`config.mk`:
```
export PLATFORM = sky130hd
export DESIGN_NAME = spi_reg_bank
export DESIGN_NICKNAME = d
export VERILOG_FILES = /design/src/rtl/spi_reg_pkg.sv /design/src/rtl/spi_edge_detect.sv /design/src/rtl/spi_reg_bank.sv
export SDC_FILE = /design/constraint.sdc
export NUM_CORES = 1
export LEC_CHECK = 0
export BUFFER_PORTS_ARGS = -buffer_cell sky130_fd_sc_hd__buf_2
export CORE_MARGIN = 2
export CORE_UTILIZATION = 25
export DETAILED_ROUTE_END_ITERATION = 6
export GPL_TIMING_DRIVEN = 0
export HOLD_SLACK_MARGIN = 0.06
export PLACE_DENSITY_LB_ADDON = 0.25
export SETUP_SLACK_MARGIN = 0.05
export SLEW_MARGIN = 40
export SYNTH_ARGS = -nofsm -noshare
export SYNTH_HDL_FRONTEND = slang
export SYNTH_HIERARCHICAL = 1
export SYNTH_SLANG_ARGS = --single-unit
```
`constraint.sdc`:
```
create_clock -name clk -period 2.8 [get_ports clk]
set_clock_uncertainty 0.1 [all_clocks]
set_input_delay 0.14 -clock clk [delete_from_list [all_inputs] [get_ports clk]]
set_output_delay 0.14 -clock clk [all_outputs]
set_load 0.02 [all_outputs]
```
`src/rtl/spi_reg_pkg.sv`:
```
// spi_reg_pkg: shared FSM state type and command-frame constants for spi_reg_bank
package spi_reg_pkg;
    typedef enum logic [1:0] {IDLE, CMD, DATA, DONE} spi_state_t;
    localparam int CMD_W      = 8;
    localparam int CMD_RW_BIT = 7;
endpackage

```
`src/rtl/spi_edge_detect.sv`:
```
// spi_edge_detect: registers a synchronized level and flags its rising/falling edges, frozen while ena is low
module spi_edge_detect (
    input  logic clk,
    input  logic rstb,
    input  logic ena,
    input  logic sig_i,
    output logic rise_o,
    output logic fall_o
);
    logic sig_q;
    // previous level; held while disabled so edges during ena=0 are lost
    always_ff @(posedge clk or negedge rstb) begin
        if (!rstb) sig_q <= 1'b0;
        else if (ena) sig_q <= sig_i;
    end
    assign rise_o = ena & sig_i & ~sig_q;
    assign fall_o = ena & ~sig_i & sig_q;
endmodule

```
`src/rtl/spi_reg_bank.sv`:
```
// spi_reg_bank: SPI mode-0 slave with write/read register bank; readback built only with SPI_REG_READBACK_EN
module spi_reg_bank
    import spi_reg_pkg::*;
#(
    parameter int ADDR_W = 3,
    parameter int REG_W  = 8
) (
    input  logic                             clk,
    input  logic                             rstb,
    input  logic                             ena,
    input  logic                             spi_cs_n,
    input  logic                             spi_clk,
    input  logic                             spi_mosi,
    output logic                             spi_miso,
    input  logic [REG_W-1:0]                 status_in,
    output logic [(2**ADDR_W)*REG_W-1:0]     regs_out,
    output logic                             wr_strobe,
    output logic [ADDR_W-1:0]                wr_addr
);
    localparam int NUM_REGS = 2**ADDR_W;
    localparam int CNT_W    = $clog2((REG_W > CMD_W ? REG_W : CMD_W) + 1);

    spi_state_t                     state_q, state_d;
    logic [CNT_W-1:0]               cnt_q, cnt_d;
    logic [CMD_W-1:0]               cmd_q, cmd_d;
    logic [REG_W-2:0]               data_q, data_d;
    logic [NUM_REGS-1:0][REG_W-1:0] regs_q, regs_d;
    logic                           strobe_q, strobe_d;
    logic [ADDR_W-1:0]              wr_addr_q, wr_addr_d;
    logic                           rise, fall;
    logic [CMD_W-1:0]               cmd_full;
    logic [REG_W-1:0]               data_full;
    logic [ADDR_W-1:0]              wr_idx;
    logic                           last_cmd, last_data, commit;

    spi_edge_detect u_sclk (
        .clk    (clk),
        .rstb   (rstb),
        .ena    (ena),
        .sig_i  (spi_clk),
        .rise_o (rise),
        .fall_o (fall)
    );

    assign cmd_full  = {cmd_q[CMD_W-2:0], spi_mosi};
    assign data_full = {data_q, spi_mosi};
    assign wr_idx    = cmd_q[ADDR_W-1:0];
    assign last_cmd  = state_q == CMD  && rise && cnt_q == CNT_W'(CMD_W - 1);
    assign last_data = state_q == DATA && rise && cnt_q == CNT_W'(REG_W - 1);
    // the top address is the read-only status window, so writes to it are dropped
    assign commit    = last_data && cmd_q[CMD_RW_BIT] && !(&wr_idx);

    // frame parser: next state, bit counter, shift registers and register commit
    always_comb begin
        state_d   = state_q;
        cnt_d     = cnt_q;
        cmd_d     = cmd_q;
        data_d    = data_q;
        regs_d    = regs_q;
        strobe_d  = 1'b0;
        wr_addr_d = wr_addr_q;
        if (spi_cs_n) begin
            state_d = IDLE;
        end else if (state_q == IDLE) begin
            state_d = CMD;
            cnt_d   = '0;
        end else if (state_q == CMD && rise) begin
            cmd_d   = cmd_full;
            cnt_d   = last_cmd ? '0 : cnt_q + 1'b1;
            state_d = last_cmd ? DATA : CMD;
        end else if (state_q == DATA && rise) begin
            data_d  = data_full[REG_W-2:0];
            cnt_d   = cnt_q + 1'b1;
            state_d = last_data ? DONE : DATA;
            if (commit) begin
                regs_d[wr_idx] = data_full;
                strobe_d       = 1'b1;
                wr_addr_d      = wr_idx;
            end
        end
    end

    // state register; everything freezes while ena is low
    always_ff @(posedge clk or negedge rstb) begin
        if (!rstb) begin
            state_q   <= IDLE;
            cnt_q     <= '0;
            cmd_q     <= '0;
            data_q    <= '0;
            regs_q    <= '0;
            strobe_q  <= 1'b0;
            wr_addr_q <= '0;
        end else if (ena) begin
            state_q   <= state_d;
            cnt_q     <= cnt_d;
            cmd_q     <= cmd_d;
            data_q    <= data_d;
            regs_q    <= regs_d;
            strobe_q  <= strobe_d;
            wr_addr_q <= wr_addr_d;
        end
    end

    assign regs_out  = regs_q;
    assign wr_strobe = strobe_q & ena;
    assign wr_addr   = wr_addr_q;

`ifdef SPI_REG_READBACK_EN
    logic [REG_W-1:0] shift_q, shift_d, rd_val;
    logic             miso_q, miso_d;

    assign rd_val = &cmd_full[ADDR_W-1:0] ? status_in : regs_q[cmd_full[ADDR_W-1:0]];

    // readback shifter: load at command end, hold the MSB through the first data rise, then shift on each fall
    always_comb begin
        shift_d = last_cmd ? (cmd_full[CMD_RW_BIT] ? '0 : rd_val)
                : (state_q == DATA && fall && cnt_q != '0) ? {shift_q[REG_W-2:0], 1'b0}
                : shift_q;
        miso_d  = state_d == DATA && shift_d[REG_W-1];
    end

    // registered MISO output
    always_ff @(posedge clk or negedge rstb) begin
        if (!rstb) begin
            shift_q <= '0;
            miso_q  <= 1'b0;
        end else if (ena) begin
            shift_q <= shift_d;
            miso_q  <= miso_d;
        end
    end

    assign spi_miso = miso_q;
`else
    logic unused_readback;
    assign unused_readback = ^{status_in, fall};
    assign spi_miso        = 1'b0;
`endif
endmodule
```
* Yosys cells after proc, flatten, opt, wreduce, memory -nomap -nowiden
Index checks and enable logic that the tools add are counted.
** Word-level totals
- Flip-flop bits (word level) :: 90
- Input bits :: 14
- Output and inout bits :: 69
- Word-level logic and storage cells :: 63
** Operators by class
- Add/subtract/negate cells :: 1
- Magnitude comparators :: 2
- Eq/ne operators :: 3
- Muxes and demuxes :: 18
- Bitwise logic cells :: 7
- Reductions and logical operators :: 17
** Operators by type and width (number)
- bitwise mux 64 bit :: 1
- demux 8 bit (select 3 bit) :: 1
- 2-to-1 mux 4 bit :: 4
- 2-to-1 mux 2 bit :: 5
- 2-to-1 mux 8 bit :: 1
- logical AND 1 bit :: 7
- 2-to-1 mux 1 bit :: 6
- AND reduction 3 bit :: 2
- AND reduction 6 bit :: 1
- AND reduction 5 bit :: 1
- adder 4 x 1 -> 4 bit, second input constant :: 1
- == test 4 x 3 -> 1 bit, second input constant :: 1
- < comparator 3 x 4 -> 1 bit, second input constant :: 1
- NOT 1 bit :: 4
- AND reduction 4 bit :: 1
- nonzero test 4 bit :: 1
- bitwise AND 1 bit :: 3
- greater-or-equal comparator 3 x 1 -> 1 bit, second input constant :: 1
- nonzero test 3 bit :: 1
- == test 2 x 1 -> 1 bit, second input constant :: 1
- == test 2 bit, second input constant :: 1
- zero test 2 bit :: 1
- AND reduction 2 bit :: 1
- zero test 1 bit :: 1

* Longest topological paths before layout
- Word-level depth :: 11
- Gate-level depth with buffers :: 8
- Mapped depth without buffers :: 5

* By module
Netlist, hierarchy kept.
** Modules (own cells, without submodules)
- spi_reg_bank :: times used 1, cells each 243, area an instance 3579.7 µm², seq. area each 2227.1 µm²
- spi_edge_detect :: times used 1, cells each 4, area an instance 60.1 µm², seq. area each 25.0 µm²

* Least setup slack after synthesis
No wires, ideal clock.
- Path type :: flip-flop to flip-flop
- Start :: register cnt_q[0]
- End :: register regs_q (netlist bit regs_out[46])
- Library setup time :: 0.125 ns
- Data arrival time :: 1.789 ns
- Required time :: 2.575 ns
- Slack :: 0.786 ns
- Stages on the path, launching flop included :: 9
- Buffers on the path :: 3
- Period minus slack after synthesis :: 2.014 ns
- Path through :: dfrtp_1 > ha_1 > and3b_1 > buf_6 > and4_1 > buf_2 > and3_4 > buf_6 > mux2_4
** Between the ends
- Longest elaborated chain between the ends :: 5
** RTL lines
- start: declaration :: RTL line spi_reg_bank.sv:24 : logic [CNT_W-1:0] cnt_q, cnt_d;
- start signal: assignment :: RTL line spi_reg_bank.sv:95 : cnt_q <= cnt_d;
- == test 4 x 3 -> 1 bit :: RTL line spi_reg_bank.sv:49 : assign last_data = state_q == DATA && rise && cnt_q == CNT_W'(REG_W - 1);
- logical AND 1 bit :: RTL line spi_reg_bank.sv:49
- logical AND 1 bit (2 in series) :: RTL line spi_reg_bank.sv:51 : assign commit = last_data && cmd_q[CMD_RW_BIT] && !(&wr_idx);
- AND reduction 6 bit (no source line)
- end signal: assignment :: RTL line spi_reg_bank.sv:98 : regs_q <= regs_d;
- end: declaration :: RTL line spi_reg_bank.sv:27 : logic [NUM_REGS-1:0][REG_W-1:0] regs_q, regs_d;
No other way between the ends.
A chain may end at the register's enable or synchronous reset.

* Final worst setup path
- Start :: input port ena
- End :: register regs_q (netlist bit regs_out[21])
** Between the ends
- Longest elaborated chain between the ends :: 7
- Elaborated cells on any way between the ends :: 9
- Those cells by class :: 3 x bitwise; 6 x reduce/logical
** RTL lines
- start: declaration :: RTL line spi_reg_bank.sv:10 : input logic ena,
- bitwise AND 1 bit (*) (2 in series) :: RTL line spi_edge_detect.sv:16 : assign rise_o = ena & sig_i & ~sig_q;
- named net rise :: RTL line spi_reg_bank.sv:30 : logic rise, fall;
- logical AND 1 bit :: RTL line spi_reg_bank.sv:49, spi_reg_bank.sv:71
- logical AND 1 bit :: RTL line spi_reg_bank.sv:49
- logical AND 1 bit (2 in series) :: RTL line spi_reg_bank.sv:51
- AND reduction 6 bit (no source line) (*)
The timed path passes the listed nets; every way through them passes the cells marked *.

==> flow_summary_export.csv <==
group,metric,value,unit
outcome,status,"finished, final reports clean",
die,ios,83,
layout,drive_above_1_share,52.5,%
power,max-vdd-ir-drop,0.000218,V
die,die_y,124,um
setup_path,crit_type,"primary input to register",
routing,drt-met1-wl,3590,um
global_route,antenna_found_initial,0,
layout,fin_cells,523,
clock_network,htreeDepth,3,
clock_network,path_clk_slew,60,ps
placed_design,gp_congestion,0.649,
clock_network,cts_tree,"built",
layout,nNetsFinal,351,
routing,routed.top_layer,"met4",
global_route,overflow,0,
placed_design,io_buffer_count,73,
setup_path,cp_max_fo,8,
routing,post_drt_wl_per_cell,14.9,um
setup_path,r2r_cells,5,
setup_path,reg2reg_to,"regs_out[21]$_DFFE_PN0P_",
power,p_per_area,581,nW/um^2
layout,stdcell_area,4600,sq um
layout,antenna_cells,0,
timing,setup_violations,0,
die,die_x,124,um
clock_network,cts_num_sinks,90,
hold_path,hold_depth,2,
routing,firstDrtPassIters,4,
timing,final-hold-violation-count,0,
routing,drtAntennaViolNets,0,
synth,synthCells,246,
placed_design,dp_cells,504,
routing,routed_via_density,4.23,
timing,period_minus_slack,2360,ps
clock_network,clockBufferDepth,2,
setup_path,r2r_start,"u_sclk/sig_q$_DFFE_PN0P_",
timing,maxSlewViolCount,0,
routing,wl_met3,276,um
clock_network,cts_root_buf,"clkbuf_16",
global_route,grt_max_degree,60,
flow_run,cap_violations,0,
setup_path,cp-end-kind,"register",
routing,route.detailed.drc,0,
die,core,14400,sq um
routing,wl_met2,3710,um
clock_network,clk_latency,340,ps
timing,rsz0062_at_grt,"false",
hold_path,hold_start,"spi_mosi",
synth,synth_warnings,6,
clock_network,numCtsBuffers,9,
placed_design,placed_area,4260,sq um
hold_path,min_to,"regs_out[48]$_DFFE_PN0P_",
routing,via_count,2211,
setup_path,crit_arrival,2490,ps
setup_path,cp-start-kind,"primary input",
global_route,grtUsageTotal,10.7,%
global_route,grt_pass1_wl,12600,um
synth,syn_avg_cell_area,14.8,sq um
global_route,grt_pass1_vias,2317,
placed_design,dp_hpwl,5320,um
die,initial_utilization,25.3,%
clock_network,cts_resized,0,
placed_design,dp_slack,445,ps
timing,clock.fmax,0.424,GHz
timing,relSlewSlack,53.0,%
setup_path,startpoint,"ena",
timing,tns,0,ps
setup_path,required,2930,ps
timing,finalCritPeriodShare,84.3,%
die,die-area,15500,sq um
layout,area_growth,26.7,%
synth,syn_area,3630,sq um
hold_path,hold_path.class,"primary input to register",
power,power.leakage,2.44,nW
timing,setup_ws,440,ps
synth,synth_nets,261,
setup_path,r2r_slack,480,ps
routing,drt-initial-drc-count,89,
die,rows,44,
routing,wl,7790,um
timing,worstMarginPinSlew,699,ps
## stage by stage
stage | total power [mW] | hold slack (ps) | util (%)
floorplan | 1.44 | -256 | -
global placement | 1.49 | 282 | 29.4
detailed placement | 1.50 | -50.4 | 29.6
CTS | 2.73 | 93.3 | 32.0
global route | 2.80 | 117 | 32.0
finish | 2.67 | 99.6 | 32.0
## layout by cell type (no fill, tap or decap), types with 2 or more instances in the layout
cell / n
dfrtp_1: 90
buf_2: 74
mux2_2: 70
clkbuf_1: 10
a21oi_1: 10
clkbuf_16: 9
nor2_1: 6
dlygate4sd3_1: 5
o22a_1: 4
nand2_1: 4
buf_4: 3
nand2b_1: 3
nor2b_1: 3
buf_6: 3
nand3_1: 3
maj3_1: 3
inv_1: 3
and3b_2: 2
mux2_4: 2
## how the worst max path moves through the flow
stage	slack [ps]	endpoint	cells after the start
2_1_floorplan	790	regs_out[46]$_DFFE_PN0P_	8
3_3_place_gp	470	regs_out[21]$_DFFE_PN0P_	5
3_5_place_dp	440	regs_out[21]$_DFFE_PN0P_	5
4_1_cts	440	regs_out[21]$_DFFE_PN0P_	7
5_1_grt	340	regs_out[20]$_DFFE_PN0P_	7
6_report	440	regs_out[21]$_DFFE_PN0P_	7
## repair_timing
item                                   4_1_cts  5_1_grt
setup endpoints to repair                    0        0
hold buffers                                 5        0
setup buffers                                0        0
endpoints found under the hold margin       93        0
## power breakdown
group	total, mW	switching (mW)	internal (mW)
registers	1.34	0.0161	1.32
logic	0.144	0.0859	0.0580
clock network	1.19	0.484	0.707
## area by class of cell
cell class,count,area (sq um)
timing repair buffer,79,449
buffer,18,96.3
fill,1449,9770
tap,184,230
clock buffer,10,239
clock inverter,4,51.3
sequential,90,2250
multi-input combinational,135,1270
inverter,3,11.3
## critical path: stages
cell	delay (ps)
dlygate4sd3_1	530
buf_2	130
and3b_2	270
and3b_2	270
nand3_4	110
nor4_4	620
mux2_2	410
## state kept, by name (all words and copies together), names as in the netlist
name / cells
data_q: 7
regs_out: 64
cnt_q: 4
wr_addr: 3
strobe_q: 1
u_sclk/sig_q: 1
cmd_q: 8
state_q: 2
## layer usage
layer,vias to the layer above,GRT usage [%]
met5,-,0
met4,0,6.41
met3,12,2.36
met2,44,16.7
met1,1117,13.7
li1,1038,-
Note: power is estimated with default switching activity, not from simulation.
